## src/rtl/mem_err_monitor.sv

```systemverilog
// Error monitor for the dual-memory CRC block: counts CE/UE per memory, grades the per-window
// CE rate into a sticky OK/WARN/FAULT alarm, and records the first erring memory and its cycle.
`timescale 1ns/1ps

module mem_err_monitor #(
  parameter int CNT_W        = 8,
  parameter int WIN_LEN      = 64,
  parameter int WARN_THRESH  = 4,
  parameter int FAULT_THRESH = 8
) (
  input  logic             clk,
  input  logic             rst_n,
  input  logic             mem1_err_detected,
  input  logic             mem1_err_corrected,
  input  logic             mem2_err_detected,
  input  logic             mem2_err_corrected,
  input  logic             clr_req,
  output logic             clr_ack,
  output logic [CNT_W-1:0] mem1_ce_cnt,
  output logic [CNT_W-1:0] mem1_ue_cnt,
  output logic [CNT_W-1:0] mem2_ce_cnt,
  output logic [CNT_W-1:0] mem2_ue_cnt,
  output logic [CNT_W-1:0] win_ce_cnt,
  output logic [1:0]       state,
  output logic             alarm_warn,
  output logic             alarm_fault,
  output logic [1:0]       first_err_src,
  output logic [31:0]      first_err_cycle
);

  localparam int               WIN_W    = $clog2(WIN_LEN);
  localparam logic [WIN_W-1:0] WIN_LAST = WIN_W'(WIN_LEN - 1);
  localparam logic [CNT_W-1:0] CNT_MAX  = '1;
  localparam logic [CNT_W-1:0] WARN_TH  = CNT_W'(WARN_THRESH);
  localparam logic [CNT_W-1:0] FAULT_TH = CNT_W'(FAULT_THRESH);

  typedef enum logic [1:0] {
    ST_OK    = 2'd0,
    ST_WARN  = 2'd1,
    ST_FAULT = 2'd2
  } state_t;

  state_t state_reg, state_next;

  logic [1:0] det_raw, corr_raw;
  logic [1:0] det_d1_reg, det_d2_reg, corr_d1_reg;
  logic [1:0] evt, ce_evt, ue_evt;
  logic [1:0] ce_num;
  logic       fault_hit;
  logic       win_wrap;
  logic       clr_q_reg;
  logic       clr_ack_reg;

  logic [1:0][CNT_W-1:0] ce_cnt, ue_cnt;
  logic [CNT_W-1:0]      win_ce_reg, win_ce_next;
  logic [WIN_W-1:0]      win_pos_reg;
  logic [31:0]           cycle_cnt_reg;
  logic [1:0]            first_src_reg;
  logic [31:0]           first_cycle_reg;

  // Add a 0..2 event count to a counter, clamping at all-ones.
  function automatic logic [CNT_W-1:0] sat_add(input logic [CNT_W-1:0] a, input logic [1:0] b);
    logic [CNT_W+1:0] s;
    s = {2'b00, a} + {{CNT_W{1'b0}}, b};
    return (s > {2'b00, CNT_MAX}) ? CNT_MAX : s[CNT_W-1:0];
  endfunction

  assign det_raw  = {mem2_err_detected, mem1_err_detected};
  assign corr_raw = {mem2_err_corrected, mem1_err_corrected};

  // The input pipeline keeps sampling through a clear so a held level is not re-counted.
  always_ff @(posedge clk or negedge rst_n) begin
    if (!rst_n) begin
      det_d1_reg  <= '0;
      det_d2_reg  <= '0;
      corr_d1_reg <= '0;
    end else begin
      det_d1_reg  <= det_raw;
      det_d2_reg  <= det_d1_reg;
      corr_d1_reg <= corr_raw;
    end
  end

  generate
    for (genvar gi = 0; gi < 2; gi++) begin : g_mem
      logic [CNT_W-1:0] ce_q, ue_q;

      assign evt[gi]    = det_d1_reg[gi] & ~det_d2_reg[gi];
      assign ce_evt[gi] = evt[gi] & corr_d1_reg[gi];
      assign ue_evt[gi] = evt[gi] & ~corr_d1_reg[gi];
      assign ce_cnt[gi] = ce_q;
      assign ue_cnt[gi] = ue_q;

      always_ff @(posedge clk or negedge rst_n) begin
        if (!rst_n) begin
          ce_q <= '0;
          ue_q <= '0;
        end else if (clr_req) begin
          ce_q <= '0;
          ue_q <= '0;
        end else begin
          if (ce_evt[gi] && (ce_q != CNT_MAX)) ce_q <= ce_q + CNT_W'(1);
          if (ue_evt[gi] && (ue_q != CNT_MAX)) ue_q <= ue_q + CNT_W'(1);
        end
      end
    end
  endgenerate

  assign ce_num      = {1'b0, ce_evt[0]} + {1'b0, ce_evt[1]};
  assign win_wrap    = (win_pos_reg == WIN_LAST);
  // The wrap cycle's events open the new window instead of closing the old one.
  assign win_ce_next = win_wrap ? sat_add('0, ce_num) : sat_add(win_ce_reg, ce_num);
  assign fault_hit   = (|ue_evt) || (win_ce_next >= FAULT_TH);

  always_ff @(posedge clk or negedge rst_n) begin
    if (!rst_n) begin
      cycle_cnt_reg <= '0;
      win_pos_reg   <= '0;
    end else begin
      cycle_cnt_reg <= cycle_cnt_reg + 32'd1;
      win_pos_reg   <= win_wrap ? '0 : win_pos_reg + WIN_W'(1);
    end
  end

  always_ff @(posedge clk or negedge rst_n) begin
    if (!rst_n) begin
      win_ce_reg      <= '0;
      first_src_reg   <= '0;
      first_cycle_reg <= '0;
    end else if (clr_req) begin
      win_ce_reg      <= '0;
      first_src_reg   <= '0;
      first_cycle_reg <= '0;
    end else begin
      win_ce_reg <= win_ce_next;
      // A non-zero source doubles as the "already captured" flag.
      if ((first_src_reg == 2'd0) && (|evt)) begin
        first_src_reg   <= evt;
        first_cycle_reg <= cycle_cnt_reg;
      end
    end
  end

  always_ff @(posedge clk or negedge rst_n) begin
    if (!rst_n) begin
      clr_q_reg   <= 1'b0;
      clr_ack_reg <= 1'b0;
    end else begin
      clr_q_reg   <= clr_req;
      clr_ack_reg <= clr_req & ~clr_q_reg;
    end
  end

  always_ff @(posedge clk or negedge rst_n) begin
    if (!rst_n) state_reg <= ST_OK;
    else        state_reg <= state_next;
  end

  always_comb begin
    state_next = state_reg;
    if (clr_req) begin
      state_next = ST_OK;
    end else begin
      case (state_reg)
        ST_OK: begin
          if (fault_hit)                       state_next = ST_FAULT;
          else if (win_ce_next >= WARN_TH)     state_next = ST_WARN;
        end
        ST_WARN: begin
          if (fault_hit)                       state_next = ST_FAULT;
        end
        default:                               state_next = ST_FAULT;
      endcase
    end
  end

  assign mem1_ce_cnt     = ce_cnt[0];
  assign mem1_ue_cnt     = ue_cnt[0];
  assign mem2_ce_cnt     = ce_cnt[1];
  assign mem2_ue_cnt     = ue_cnt[1];
  assign win_ce_cnt      = win_ce_reg;
  assign state           = state_reg;
  assign alarm_warn      = (state_reg == ST_WARN);
  assign alarm_fault     = (state_reg == ST_FAULT);
  assign first_err_src   = first_src_reg;
  assign first_err_cycle = first_cycle_reg;
  assign clr_ack         = clr_ack_reg;

endmodule
```

## config.mk

```make
export PLATFORM = sky130hd
export DESIGN_NAME = mem_err_monitor
export DESIGN_NICKNAME = d
export VERILOG_FILES = /design/src/rtl/mem_err_monitor.sv
export SDC_FILE = /design/constraint.sdc
export NUM_CORES = 1
export LEC_CHECK = 0
export BUFFER_PORTS_ARGS = -buffer_cell sky130_fd_sc_hd__clkbuf_2
export CORE_MARGIN = 2
export CORE_UTILIZATION = 40
export DETAILED_ROUTE_END_ITERATION = 7
export MAX_ROUTING_LAYER = met4
export PLACE_DENSITY = 0.64
export RECOVER_POWER = 100
export SKIP_CTS_REPAIR_TIMING = 1
export SLEW_MARGIN = 20
export SYNTH_ARGS = -nofsm -noshare
export SYNTH_HDL_FRONTEND = slang
export SYNTH_SLANG_ARGS = --single-unit
export TNS_END_PERCENT = 50
```

## constraint.sdc

```tcl
create_clock -name clk -period 2.4 [get_ports clk]
set_input_delay 0.36 -clock clk [delete_from_list [all_inputs] [get_ports clk]]
set_output_delay 0.36 -clock clk [all_outputs]
set_load 0.01 [all_outputs]
```

Yosys cells after proc, flatten, opt, wreduce, memory -nomap -nowiden --
Cells that the tools add are included.
Cells by class: add/sub/neg operators 8, equality and inequality tests 9, reductions and logical operators 16, multiplexer cells 22, bitwise logic cells 12, order comparisons 4
Operators by type and width (number):
- 2-to-1 mux 8 bit | 12
- 2-to-1 mux 32 bit | 2
- adder 32 x 1 -> 32 bit (second input constant) | 1
- adder 8 x 1 -> 8 bit (second input constant) | 4
- != test 8 bit (second input constant) | 4
- 2-to-1 mux 2 bit | 6
- nonzero test 2 bit | 5
- adder 8 x 2 -> 9 bit | 1
- > comparator 9 x 8 -> 1 bit (second input constant) | 1
- greater-or-equal comparator 8 x 3 -> 1 bit (second input constant) | 1
- greater-or-equal comparator 8 x 4 -> 1 bit (second input constant) | 1
- > comparator 2 x 8 -> 1 bit (second input constant) | 1
- AND 1 bit | 7
- adder 6 x 1 -> 6 bit (second input constant) | 1
- equality test 6 bit (second input constant) | 1
- 2-to-1 mux 6 bit | 1
- logical AND 1 bit | 5
- inverter 1 bit | 5
- logical NOT 2 bit | 2
- != test 4 bit (second input constant) | 1
- one-hot mux 2 bit (2 select lines) | 1
- OR reduction 2 bit | 2
- != test 3 x 2 -> 1 bit (second input constant) | 1
- adder 1 x 1 -> 2 bit | 1
- other kinds (4) | 4
Word-level totals: bits in registers 122, input port bits 7, word-level logic and storage cells 86, output and inout port bits 79

Longest topological paths before layout --
Gate-level depths: netlist of run 1.
depth after elaboration 13, gate-level depth with buffers 11, gate-level depth less buffers 10

Least setup slack after synthesis of run 1 --
Ideal clock, no wire load.
path type reg-to-reg, start point register det_d2_reg[1], end point register state_reg[1] (netlist: state[1]), arrival time 2232 ps, path slack 42 ps, period minus slack after synthesis 2358 ps, buffers on the path 1, data required time 2274 ps, library setup time 126 ps, cell stages (with the launch flop) 12, cell sequence dfrtp_1 > and2b_1 > nand2_1 > xnor2_1 > ha_1 > fa_1 > clkbuf_1 > nand3_1 > xor2_1 > nor3b_1 > a31oi_1 > nor2b_1
On the way: cells in the longest elaborated chain, start to end 13, elaborated cells between the ends (all ways) 21, classes of those cells 2 x add/sub; 4 x order compare; 2 x eq/ne; 6 x mux; 4 x bitwise; 3 x reduce/logical
Ends and longest elaborated chain:
- start: declaration | RTL line 46 | logic [1:0] det_d1_reg, det_d2_reg, corr_d1_reg;
- start signal: assignment | RTL line 79 | det_d2_reg <= det_d1_reg;
- inverter 1 bit * | RTL line 88 | assign evt[gi] = det_d1_reg[gi] & ~det_d2_reg[gi];
- AND 1 bit * | RTL line 88
- AND 1 bit | RTL line 89 | assign ce_evt[gi] = evt[gi] & corr_d1_reg[gi];
- adder 1 x 1 -> 2 bit | RTL line 109 | assign ce_num = {1'b0, ce_evt[0]} + {1'b0, ce_evt[1]};
- adder 8 x 2 -> 9 bit | RTL line 64 | s = {2'b00, a} + {{CNT_W{1'b0}}, b};
- > comparator 9 x 8 -> 1 bit | RTL line 65 | return (s > {2'b00, CNT_MAX}) ? CNT_MAX : s[CNT_W-1:0];
- 2-to-1 mux 8 bit | RTL line 65
- 2-to-1 mux 8 bit | RTL line 112 | assign win_ce_next = win_wrap ? sat_add('0, ce_num) : sat_add(win_ce_reg, ce_num);
- greater-or-equal comparator 8 x 4 -> 1 bit | RTL line 113 | assign fault_hit = (|ue_evt) || (win_ce_next >= FAULT_TH);
- logical OR 1 bit | RTL line 113
- 2-to-1 mux 2 bit | RTL line 166 | if (fault_hit) state_next = ST_FAULT;
- one-hot mux 2 bit (2 select lines) | RTL line 164 | case (state_reg)
- 2-to-1 mux 2 bit | RTL line 161 | if (clr_req) begin
- end signal: assignment | RTL line 156 | else state_reg <= state_next;
- end: declaration | RTL line 43 | state_t state_reg, state_next;
Every way passes the cells marked *; elsewhere a longest branch is shown, timed or not. A chain may end at the register's enable or synchronous reset.

Final worst setup path of run 1 --
start point register det_d2_reg[0], end point register state_reg[1] (netlist: state[1])
The elaborated chain is that of the path after synthesis.

==> results of run 1 <==
[worst reg2reg max path, delay by kind of cell (launching register included)]
family	cells	cell delay [ps]
DFF	1	380
AOI/OAI and AO/OA	3	630
and+or+nand+nor	4	920
adders and majority gates	1	240
[worst paths after layout]
path / start / endpoint / slack, ps / cells past startpoint
setup / recovery: det_d2_reg[0]$_DFF_PN0_ / state[1]$_DFFE_PN0P_ / 90 / 8
hold reg to reg: clr_q_reg$_DFF_PN0_ / clr_ack$_DFF_PN0_ / 390 / 1
min in group asynchronous: rst_n / mem1_ce_cnt[1]$_DFFE_PN0P_ / 670 / 2
hold / removal: mem1_err_corrected / corr_d1_reg[0]$_DFF_PN0_ / 50 / 1
max in group asynchronous: rst_n / cycle_cnt_reg[24]$_DFF_PN0_ / 350 / 3
setup reg to reg: det_d2_reg[0]$_DFF_PN0_ / state[1]$_DFFE_PN0P_ / 90 / 8
[Yosys cell counts, drive strengths merged (5+ instances only)]
master | instances | area share [%]
dfrtp | 122 | 56
nand2 | 84 | 5.8
nor2 | 53 | 3.6
xnor2 | 40 | 6.4
nand3 | 32 | 3.0
nand3b | 30 | 4.1
xor2 | 22 | 3.5
nand4 | 15 | 1.7
and3 | 14 | 1.6
clkbuf | 13 | 0.89
nor3 | 10 | 0.92
a21oi | 9 | 0.83
ha | 8 | 1.8
inv | 7 | 0.48
o21ai | 7 | 0.64
and4 | 5 | 0.83
nor3b | 5 | 0.69
[power by group through the flow]
stage / Sequential (uW) / Clock, uW / Combinational [uW]
4_1_cts: 2110 / 2410 / 221
3_5_place_dp: 2140 / 0 / 219
3_3_place_gp: 2140 / 0 / 216
6_report: 2110 / 2350 / 204
5_1_grt: 2110 / 2510 / 230
2_1_floorplan: 2150 / 0 / 98.4
[final cells by class]
class | instances | area [sq um] | area share (%)
flip-flops and latches | 122 | 3053 | 46.75
multi-input cells | 374 | 2283 | 34.97
clock buffers | 28 | 506.7 | 7.760
repair buffers | 96 | 405.4 | 6.208
well taps | 176 | 220.2 | 3.372
clock inverters | 2 | 35.03 | 0.5365
inverters | 7 | 26.28 | 0.4024
[stage by stage]
| stage | instances | total power, uW |
|---|---|---|
| after detailed placement | 772 | 2362 |
| final | 805 | 4663 |
| after CTS | 802 | 4745 |
| after global routing | 805 | 4851 |
| after floorplan | 519 | 2246 |
| after global placement | 772 | 2356 |
[cells by family after synthesis]
logic type / count (synthesis) / synth area share (%)
AOI/OAI and AO/OA: 33 / 4.773
muxes: 4 / 0.7343
adders and majority gates: 9 / 2.203
buffers and inverters: 23 / 1.744
xor gates and xnor gates: 62 / 9.959
DFF: 122 / 55.99
and+or+nand+nor: 266 / 24.60
[layer usage]
| layer | GRT usage, % | share of wire [%] | wire length [um] |
|---|---|---|---|
| met1 | 23.33 | 46 | 5540 |
| met4 | 7.049 | 1.9 | 225 |
| met5 | - | 0 | 0 |
| met2 | 26.91 | 49 | 5810 |
| met3 | 4.764 | 3.1 | 376 |
==> metrics.md, run 1 <==
| Metric | Value |
|---|---|
| Status | `completed` |
| Post-synth EDFFs | `0` |
| Synth Area per Inst | `between 10 and 15 sq um` |
| Pins over their slew limit | `0` |
| Max_slew headroom | `27.82%` |
| Post-Syn Area | `approximately 5500 sq um` |
| Pint | `3662 uW` |
| First-pass GRT wire length | `19.78 mm` |
| Final hold violation count | `0` |
| Area Growth Syn to Fin | `19.76%` |
| Most frequent cells in the layout | `122 x dfrtp_1, 88 x clkbuf_1, 83 x nand2_1` |
| Critical path launch point type | `flop` |
| Root Driver | `clkbuf_16` |
| Period utilisation layout | `approximately 96%` |
| CP required | `between 2000 and 3000 ps` |
| DR DRC count | `0` |
| Number of global-route vias before repair | `4001` |
| Pin count of the biggest net entering global routing | `between 70 and 80` |
| Crit path time final | `between 2000 and 2500 ps` |
| Post-synth cell types | `45` |
| Sw Share | `21.46%` |
| CP top delay family | `simple AND/OR/NAND/NOR gates` |
| DR WL/cell | `14.85 um` |
| P_sw | `1001 uW` |
| Rows | `42` |
| Cell Chain, Critical Path | `and3b_1 > and3_2 > ha_1 > a21o_1 > and2_1 > o311ai_1 > a31oi_1 > nor2b_1` |
| Setup slack after layout | `88.55 ps` |
| Worst-path fanout max | `3` |
| Setup TNS | `0 ps` |
| Critical path endpoint category | `flop` |
| Prevailing post-synth register cell | `dfrtp_1` |
| Final Util | `49.12%` |
| Sequential Power Share | `45.2%` |
| Vias per inst | `about 5` |
| Worst skew pair latency | `a little over 400 ps` |
| Vert. Die Dim | `120.8 um` |
| Worst VDD drop | `0.5094 mV` |
| DR pass1 iterations | `4` |
| Worst hold-check path type | `primary input to flop` |
| Horiz. Die Dim | `120.8 um` |
| Logic pwr share | `4.4%` |
| Final net count | `between 600 and 700` |
| Final Skew | `7.901 ps` |
| Mapped Cells | `519` |
| Pwr dens | `714.1 nW/um^2` |
| Crit Path Class | `flop to flop` |
| Seq/Total Area, Yosys | `55.99%` |
| CTS tree | `built` |
| Syn Nets | `535` |
| Place WS | `5.300 ps` |
| Core Area | `13300 sq um` |
| # IOs | `86` |
| Detail Route Antenna Nets | `0` |
| Layout cell share with drive strength beyond 1 | `7.790%` |
| Hold slack | `about 50 ps` |
| WL final | `11.95 mm` |
| Fraction of registers with async set/reset | `100.0%` |
| Initial antenna violation count | `0` |
| Clock sinks | `122` |
| Leak Pwr | `0.002997 uW` |
| CP bufs+invs | `0` |
| Post-DP HPWL | `7.912 mm` |
| DP Area | `approximately 6100 sq um` |
| Initial Util | `between 40% and 50%` |
| Vias | `4045` |
| Clock-pin slew on the worst setup and hold paths | `50 ps` |
| Post-route cell area | `about 6500 sq um` |
| Synthesized flop and latch total | `roughly 120` |
| Commonest non-fill, non-tap cell in the layout | `dfrtp_1` |
| Highest Clock Rate | `about 430 MHz` |
| First DRT Iteration DRCs | `240` |
| # fillers | `1291` |
| Longest Clk Path Bufs | `2` |
| Total congestion overflow | `0` |
| GP Congestion | `0.8406` |
| Slowest-stage cell, CP | `dfrtp_1` |
| Critical path data arrival time | `2580 ps` |
| Antenna Cells | `0` |
| CTS Buf Count | `17` |
| Worst stage delay on the critical path | `380 ps` |
| Yosys warnings | `0` |
| I/O Buffers | `85` |
| GRT Total Usage | `17.94%` |
| CTS H-tree lvls | `4` |
| Least-Margin Pin Slew | `roughly 1100 ps` |
| MaxCap Viol Count | `0` |
| Die footprint | `14580 sq um` |
| Setup-failing EPs final | `0` |
| Clock power share | `50.4%` |
Power figures use the tool's default switching activity.
==> inputs of run 2 (changes only) <==
--- a/config.mk
+++ b/config.mk
@@ -13,7 +13,6 @@
 export PLACE_DENSITY = 0.64
 export RECOVER_POWER = 100
 export SKIP_CTS_REPAIR_TIMING = 1
-export SLEW_MARGIN = 20
 export SYNTH_ARGS = -nofsm -noshare
 export SYNTH_HDL_FRONTEND = slang
 export SYNTH_SLANG_ARGS = --single-unit
==> constraint.sdc (replaced) <==
create_clock -name clk -period 2.4 [get_ports clk]
set_input_delay 0.12 -clock clk [delete_from_list [all_inputs] [get_ports clk]]
set_output_delay 0.12 -clock clk [all_outputs]
set_load 0.01 [all_outputs]
==> run 2 against run 1 <==
Sequential power barely moved. Non-clock buffer count rose by 5. Worst setup slack improved by 15 ps. Sequential share of layout area fell by 0.58 points. Largest cell class unchanged. Largest power group unchanged.
==> metrics.md, run 2 (synthesis gave the netlist of run 1 again) <==
| Metric | Value |
|---|---|
| Status | `completed` |
| Setup TNS | `0 ps` |
| GP Congestion | `0.8187` |
| RSZ-0062 raised after global routing | `no` |
| Multi-input gate area | `between 2000 and 2500 sq um` |
| Critical path data arrival time | `2550 ps` |
| Reg2reg start | `det_d2_reg[1]$_DFF_PN0_` |
| Number of global-route vias before repair | `4048` |
| Post-DP HPWL | `around 7.7 mm` |
| DR pass1 iterations | `4` |
| Final net count | `639` |
| Total congestion overflow | `0` |
| Clock sinks | `between 100 and 150` |
| Crit path time final | `about 2300 ps` |
| Final Util | `a little under 50%` |
| Detail Route Antenna Nets | `0` |
| FF-to-FF path depth | `10` |
| Pwr dens | `715.2 nW/um^2` |
| Worst-path fanout max | `6` |
| CTS H-tree lvls | `4` |
| Hold slack | `170.5 ps` |
| Root Driver | `clkbuf_16` |
| Vert. Die Dim | `120.8 um` |
| DP Area | `6140 sq um` |
| Slowest-stage cell, CP | `dfrtp_1` |
| Worst skew pair latency | `410 ps` |
| Gr busiest metal | `met2` |
| Pin count of the biggest net entering global routing | `74` |
| I/O Buffers | `85` |
| MaxCap Viol Count | `0` |
| Leak Pwr | `0.003021 uW` |
| CP required | `2660 ps` |
| Crit Reg-Reg Endpoint | `state[1]$_DFFE_PN0P_` |
| Least-Margin Pin Slew | `1176 ps` |
| Most frequent cells in the layout | `122 x dfrtp_1, 89 x clkbuf_1, 83 x nand2_1` |
| Antenna Cells | `0` |
| First-pass GRT wire length | `between 15 and 20 mm` |
| # fillers | `1258` |
| Post-route cell area | `6613 sq um` |
| Commonest non-fill, non-tap cell in the layout | `dfrtp_1` |
| GR Util met3 | `4.009%` |
| Max_slew headroom | `approximately a fifth` |
| Highest Clock Rate | `435.4 MHz` |
| Longest Clk Path Bufs | `2` |
| Met2 Usage GRT | `about a quarter` |
| Cell Chain, Critical Path | `and2b_2 > nand2_2 > xnor2_1 > ha_2 > fa_2 > buf_6 > a21oi_1 > o21bai_1 > a31oi_1 > nor2b_1` |
| CTS tree | `built` |
| DR DRC count | `0` |
| Vias per inst | `5.100` |
| Core Area | `13300 sq um` |
| Initial antenna violation count | `0` |
| Worst stage delay on the critical path | `380 ps` |
| Reg2Reg Setup Slack | `100 ps` |
| Crit Path Class | `flop to flop` |
| WL final | `11.83 mm` |
| Critical path launch point type | `flop` |
| Clock-pin slew on the worst setup and hold paths | `50 ps` |
| Die footprint | `14580 sq um` |
| Worst hold-check path type | `primary input to async pin` |
| Initial Util | `roughly 40%` |
| Final hold violation count | `0` |
| Final Skew | `around 8.8 ps` |
| Area Growth Syn to Fin | `21.27%` |
| Vias | `4131` |
| Critical path endpoint category | `flop` |
| DR WL/cell | `14.60 um` |
| GRT Total Usage | `17.60%` |
| CTS Buf Count | `17` |
| Rows | `42` |
| Period utilisation layout | `95.69%` |
| Horiz. Die Dim | `between 100 and 150 um` |
| FF+latch area | `3053 sq um` |
| # IOs | `86` |
| Layout cell share with drive strength beyond 1 | `7.729%` |
| Setup-failing EPs final | `0` |
| Met1 global-route usage | `23.49%` |
| First DRT Iteration DRCs | `269` |
| Worst VDD drop | `0.4256 mV` |
| Pins over their slew limit | `0` |
run 2: worst max path at each step:
stage | startpoint | endpoint | slack, ps | cells after the start
3_5_place_dp | det_d2_reg[1]$_DFF_PN0_ | state[1]$_DFFE_PN0P_ | 60 | 11
2_1_floorplan | det_d2_reg[1]$_DFF_PN0_ | state[1]$_DFFE_PN0P_ | 40 | 11
5_1_grt | det_d2_reg[1]$_DFF_PN0_ | state[1]$_DFFE_PN0P_ | 7 | 10
4_1_cts | det_d2_reg[1]$_DFF_PN0_ | state[1]$_DFFE_PN0P_ | 20 | 11
3_3_place_gp | det_d2_reg[1]$_DFF_PN0_ | state[1]$_DFFE_PN0P_ | 110 | 11
6_report | det_d2_reg[1]$_DFF_PN0_ | state[1]$_DFFE_PN0P_ | 100 | 10
run 2: layout make-up:
cell class / instances / share of cell area, %
Sequential cell: 122 / 46.17
Inverter: 7 / 0.3974
Timing Repair Buffer: 101 / 7.039
Multi-Input combinational cell: 374 / 34.59
Clock inverter: 1 / 0.4541
Tap cell: 176 / 3.330
Clock buffer: 29 / 8.023
run 2: report_power, final:
part / switching [uW] / internal (uW) / leakage (uW)
sequential: 21.7 / 2090 / 0.00165
clock: 829 / 1580 / 0.000274
combinational: 148 / 66.0 / 0.00110
run 2: through the flow:
stage / total power [uW] / cells / setup slack [ps]
6_report: 4730 / 810 / 103.3
3_3_place_gp: 2361 / 773 / 112.7
4_1_cts: 4792 / 803 / 23.60
5_1_grt: 4916 / 810 / 6.793
2_1_floorplan: 2246 / 519 / 42.09
3_5_place_dp: 2366 / 773 / 55.49
run 2: critical path: cells and delay by family, from the launching register on:
kind / cells / cell delay (ps)
AOI/OAI and AO/OA: 3 / 440
xor gates and xnor gates: 1 / 150
adders and majority gates: 2 / 570
buffers and inverters: 1 / 150
DFF: 1 / 380
and+or+nand+nor: 3 / 450
run 2: metal layers:
| metal | vias to the layer above | part of all wire [%] |
|---|---|---|
| met5 | - | 0 |
| met4 | 0 | 2.1 |
| met3 | 21 | 2.9 |
| met2 | 82 | 47 |
| met1 | 2057 | 48 |
| li1 | 1971 | - |
